==> config.mk <==
export PLATFORM = sky130hd
export DESIGN_NAME = kernel_top_offset_buff_ctrl
export DESIGN_NICKNAME = d
export VERILOG_FILES = /design/src/rtl/kernel_top_offset_buff_ctrl.sv
export SDC_FILE = /design/constraint.sdc
export NUM_CORES = 1
export LEC_CHECK = 0
export BUFFER_PORTS_ARGS = -buffer_cell sky130_fd_sc_hd__buf_4
export CAP_MARGIN = 20
export CORE_UTILIZATION = 32
export CTS_BUF_LIST = sky130_fd_sc_hd__clkbuf_4 sky130_fd_sc_hd__clkbuf_8
export CTS_CLUSTER_DIAMETER = 150
export CTS_CLUSTER_SIZE = 30
export DETAILED_ROUTE_END_ITERATION = 16
export PLACE_DENSITY_LB_ADDON = 0.3
export SLEW_MARGIN = 20
export SYNTH_ARGS = -nofsm -noshare
export SYNTH_HDL_FRONTEND = slang
export SYNTH_SLANG_ARGS = --single-unit
==> constraint.sdc <==
create_clock -name clk -period 2.5 [get_ports clk]
set_input_delay 0.5 -clock clk [delete_from_list [all_inputs] [get_ports clk]]
set_output_delay 0.5 -clock clk [all_outputs]
set_load 0.005 [all_outputs]
==> src/rtl/kernel_top_offset_buff_ctrl.sv <==
// Sequencer for an offset delay-line buffer: fill, steady-state, then zero-injected drain; OFFBUF_CTRL_STALL_CNT_EN adds stall_cnt.
// Latency: first emit the cycle after the SIZE-th accept; state/counters registered, handshakes combinational.
// Backpressure: oready_in low stalls the buffer and upstream together; no element is dropped or repeated.
module kernel_top_offset_buff_ctrl #(
    parameter int SIZE  = 2,
    parameter int NELEM = 64,
    parameter int CNTW  = 16
) (
    input  logic            clk,
    input  logic            rst,
    input  logic            start,
    input  logic            ivalid_in,
    output logic            iready_out,
    input  logic            oready_in,
    output logic            ovalid_out,
    output logic            buf_shift,
    output logic            buf_drain,
    output logic            busy,
    output logic            done,
    output logic [CNTW-1:0] in_cnt,
    output logic [CNTW-1:0] out_cnt
`ifdef OFFBUF_CTRL_STALL_CNT_EN
    ,
    output logic [CNTW-1:0] stall_cnt
`endif
);

    if (SIZE < 1) begin : g_bad_size
        $error("kernel_top_offset_buff_ctrl: SIZE must be at least 1");
    end
    if (NELEM <= SIZE) begin : g_bad_nelem
        $error("kernel_top_offset_buff_ctrl: NELEM must exceed SIZE");
    end
    if (CNTW < 31 && (32'd1 << CNTW) <= NELEM) begin : g_bad_cntw
        $error("kernel_top_offset_buff_ctrl: CNTW too narrow for NELEM");
    end

    typedef enum logic [2:0] {
        S_IDLE,
        S_FILL,
        S_RUN,
        S_DRAIN,
        S_DONE
    } state_t;

    localparam logic [CNTW-1:0] SIZE_C  = CNTW'(SIZE);
    localparam logic [CNTW-1:0] NELEM_C = CNTW'(NELEM);
    localparam logic [CNTW-1:0] ONE     = CNTW'(1);

    state_t          state, state_nxt;
    logic [CNTW-1:0] in_cnt_nxt, out_cnt_nxt;

    always_ff @(posedge clk) begin
        if (rst) begin
            state   <= S_IDLE;
            in_cnt  <= '0;
            out_cnt <= '0;
        end else begin
            state   <= state_nxt;
            in_cnt  <= in_cnt_nxt;
            out_cnt <= out_cnt_nxt;
        end
    end

    always_comb begin
        state_nxt   = state;
        in_cnt_nxt  = in_cnt;
        out_cnt_nxt = out_cnt;
        iready_out  = 1'b0;
        ovalid_out  = 1'b0;
        buf_shift   = 1'b0;
        buf_drain   = 1'b0;
        unique case (state)
            S_IDLE, S_DONE: begin
                if (start) begin
                    state_nxt   = S_FILL;
                    in_cnt_nxt  = '0;
                    out_cnt_nxt = '0;
                end
            end
            S_FILL: begin
                iready_out = 1'b1;
                buf_shift  = ivalid_in;
                if (ivalid_in) begin
                    in_cnt_nxt = in_cnt + ONE;
                    if (in_cnt_nxt == SIZE_C) begin
                        state_nxt = S_RUN;
                    end
                end
            end
            S_RUN: begin
                // Accept and emit coincide: each shift pushes one in and pops one out.
                iready_out = oready_in;
                ovalid_out = ivalid_in;
                buf_shift  = ivalid_in & oready_in;
                if (ivalid_in && oready_in) begin
                    in_cnt_nxt  = in_cnt + ONE;
                    out_cnt_nxt = out_cnt + ONE;
                    if (in_cnt_nxt == NELEM_C) begin
                        state_nxt = S_DRAIN;
                    end
                end
            end
            S_DRAIN: begin
                ovalid_out = 1'b1;
                buf_shift  = oready_in;
                buf_drain  = 1'b1;
                if (oready_in) begin
                    out_cnt_nxt = out_cnt + ONE;
                    if (out_cnt_nxt == NELEM_C) begin
                        state_nxt = S_DONE;
                    end
                end
            end
            default: begin
                state_nxt = S_IDLE;
            end
        endcase
        // Keep handshakes quiet while reset is held, whatever the pre-reset state was.
        if (rst) begin
            iready_out = 1'b0;
            ovalid_out = 1'b0;
            buf_shift  = 1'b0;
            buf_drain  = 1'b0;
        end
    end

    assign busy = ~rst & ((state == S_FILL) | (state == S_RUN) | (state == S_DRAIN));
    assign done = ~rst & (state == S_DONE);

`ifdef OFFBUF_CTRL_STALL_CNT_EN
    always_ff @(posedge clk) begin
        if (rst) begin
            stall_cnt <= '0;
        end else if (start && (state == S_IDLE || state == S_DONE)) begin
            stall_cnt <= '0;
        end else if (ovalid_out && !oready_in && stall_cnt != '1) begin
            stall_cnt <= stall_cnt + ONE;
        end
    end
`endif

    a_out_le_in: assert property (@(posedge clk) disable iff (rst) out_cnt <= in_cnt);
    a_run_gap: assert property (@(posedge clk) disable iff (rst)
        (state == S_RUN) |-> ((in_cnt - out_cnt) == SIZE_C));
    a_done_cnt: assert property (@(posedge clk) disable iff (rst)
        (state == S_DONE) |-> (out_cnt == NELEM_C));

endmodule

==> flow_metrics.env <==
export IMPL_endpoint_kind="flip-flop"
export IMPL_ioPinCount=43
export IMPL_hpwl_mm=5.15
export IMPL_path_clk_slew_ns=0.08
export IMPL_yosys_cell_types_count=61
export IMPL_final_cell_mix="buf_4, nor2_1, dfxtp_1"
export IMPL_grtUsageMet1_pct=21.6
export IMPL_vias_per_cell=5.66
export IMPL_hold_viol=0
export IMPL_fin_crit_ns=2.40
export IMPL_required_ns=2.68
export IMPL_die_area_sq_um=8180
export IMPL_grt_antenna_before_repair=0
export IMPL_die_w_um=90.5
export IMPL_design_area_sq_um=3150
export IMPL_power_leakage_nw=1.21
export IMPL_h_tree_depth=2
export IMPL_fillerInstances=784
export IMPL_worstHoldPathType="in2reg"
export IMPL_setup_tns_ns=0
export IMPL_cts_tree="yes"
export IMPL_r2r_start="in_cnt[0]"
export IMPL_first_iter_violations=106
export IMPL_crit_start="in_cnt[0]"
export IMPL_postRouteAntennaNets=0
export IMPL_portBuffers=42
export IMPL_stdcell_count=486
export IMPL_dp_cells=477
export IMPL_grt_pass1_vias=2470
export IMPL_synth_top_cell_by_area="dfxtp_1"
export IMPL_layout_nets=396
export IMPL_placed_cell_area_sq_um=3020
export IMPL_grt_max_degree=45
export IMPL_die_y_um=90.5
export IMPL_worstPathArrival_ns=2.58
export IMPL_regArea_sq_um=704
export IMPL_holdWs_ns=0.459
export IMPL_use_met3_pct=3.37
export IMPL_drive_gt1_share_pct=27.1
export IMPL_antenna_cells=0
export IMPL_areaGrowthSynthToFinish_pct=25.7
export IMPL_gp_congestion=0.869
export IMPL_finalWirelength_mm=7.28
export IMPL_core_sq_um=7410
export IMPL_powerDensity_nw_per_um2=507
export IMPL_synthesis_nets=341
export IMPL_setup_violations=0
export IMPL_gr_max_usage_layer="met2"
export IMPL_layout_setup_ws_ns=0.102
export IMPL_fin_skew_ns=0.00711
export IMPL_ir_drop_mv=0.195
export IMPL_async_flop_share_pct=0
export IMPL_clockBufferDepth=2
export IMPL_grt_pass1_wl_mm=11.9
export IMPL_use_met2_pct=31.5
export IMPL_avgSynthCellArea_sq_um=7.56
export IMPL_crit_fanout=3
export IMPL_finalCritPeriodShare_pct=95.9
export IMPL_ys_warn_count=0
export IMPL_cts_buffers=5
export IMPL_yosysSeqAreaShare_pct=28.0
export IMPL_tightestPinTransition_ns=1.05
export IMPL_layout_commonest_cell="buf_4"
export IMPL_insertion_delay_ns=0.30
export IMPL_synth_area_sq_um=2500
export IMPL_initial_core_util_pct=33.8
export IMPL_cp_start_kind="flip-flop"
export IMPL_root_buffer="clkbuf_8"
export IMPL_postCtsHoldBufs=0
export IMPL_critPathKind="reg2reg"
export IMPL_multi_input_area_sq_um=1650
export IMPL_relSlewSlack_pct=30.1
export IMPL_place_ws_ns=0.0873
export IMPL_drv_slew=0
export IMPL_dr_pass1_iters=4
export IMPL_vias=2751
export IMPL_max_cap_violations=0
export IMPL_drc=0
export IMPL_clock_sinks=35
export IMPL_grtUsageTotal_pct=17.7
export IMPL_synth_area_leaders="dfxtp_1, a21oi_1, nor2_1"
export IMPL_routedWlPerCell_um=15.0
export IMPL_syn_inst=331
export IMPL_rows=31
export IMPL_max_freq_mhz=417
export IMPL_synth_top_area_share_pct=28.0
export IMPL_min_from="start"
export IMPL_ys_ff_latch=35
export IMPL_grt_ovfl_total=0
export IMPL_ys_flop_type="dfxtp_1"
export IMPL_status="finished, final reports clean"
export IMPL_synth_edf_count=0
export IMPL_rsz0062_at_grt="no"
==> cell families after synthesis <==
kind of cell	share of synthesized area [%]
buffers and inverters	7.15
xor gates and xnor gates	0.700
DFF	28.0
muxes	1.70
AOI/OAI and AO/OA	26.2
and+or+nand+nor	33.7
adders and majority gates	2.50
==> registers in the layout, summed over array words and instances, names as in the netlist <==
signal,cells
state,3
in_cnt,16
out_cnt,16
==> layout make-up <==
type,count,area share [%]
Inverter,6,0.715
Clock buffer,7,2.66
Timing Repair Buffer,74,17.8
Sequential cell,35,22.4
Multi-Input combinational cell,264,52.4
Tap cell,99,3.93
Clock inverter,1,0.159
==> critical path, stage by stage (launching register included) <==
cell       delay, ns
dfxtp_2         0.34
ha_2            0.21
nand3_4         0.08
or4_1           0.54
a311oi_2        0.29
o2111ai_2       0.17
a21oi_2         0.19
nand4_2         0.13
mux2_1          0.33
==> final timing paths <==
check	end	slack (ns)	depth (start not counted)
hold reg to reg	in_cnt[12]	0.52	2
hold / removal	state[2]	0.46	2
setup reg to reg	state[0]	0.10	8
setup / recovery	state[0]	0.10	8
==> power by group <==
| part | switching (mW) | internal, mW |
|---|---|---|
| registers | 0.0337 | 0.575 |
| logic | 0.338 | 0.213 |
| clock network | 0.220 | 0.218 |
| total | 0.591 | 1.01 |
==> what timing repair did <==
item | 4_1_cts | 5_1_grt
resized for setup | 0 | 6
setup endpoints to repair | 0 | 2
setup buffers | 0 | 1
==> through the flow <==
step	power (mW)	util, %
final	1.60	42.5
after global routing	1.70	42.5
after CTS	1.59	42.0
after detailed placement	1.16	40.8
after global placement	1.15	40.8
after floorplan	0.964	-
==> layer usage <==
metal | part of all wire [%] | vias up | routed length (um)
met5 | 0 | - | 0
met2 | 48 | 55 | 3510
met4 | 1.2 | 0 | 87
met1 | 47 | 1325 | 3430
li1 | - | 1360 | -
met3 | 3.5 | 11 | 254
==> synth_stat cells (7+ instances only) <==
cell	n
nor3_1	8
a31oi_1	8
a21oi_1	31
nand3_1	16
clkbuf_1	14
dfxtp_1	35
nand2_1	30
and3_1	7
o21ai_1	7
o21ai_0	16
nor2_1	35
a311oi_1	10
nand4_1	9
Power figures use the tool's default switching activity.
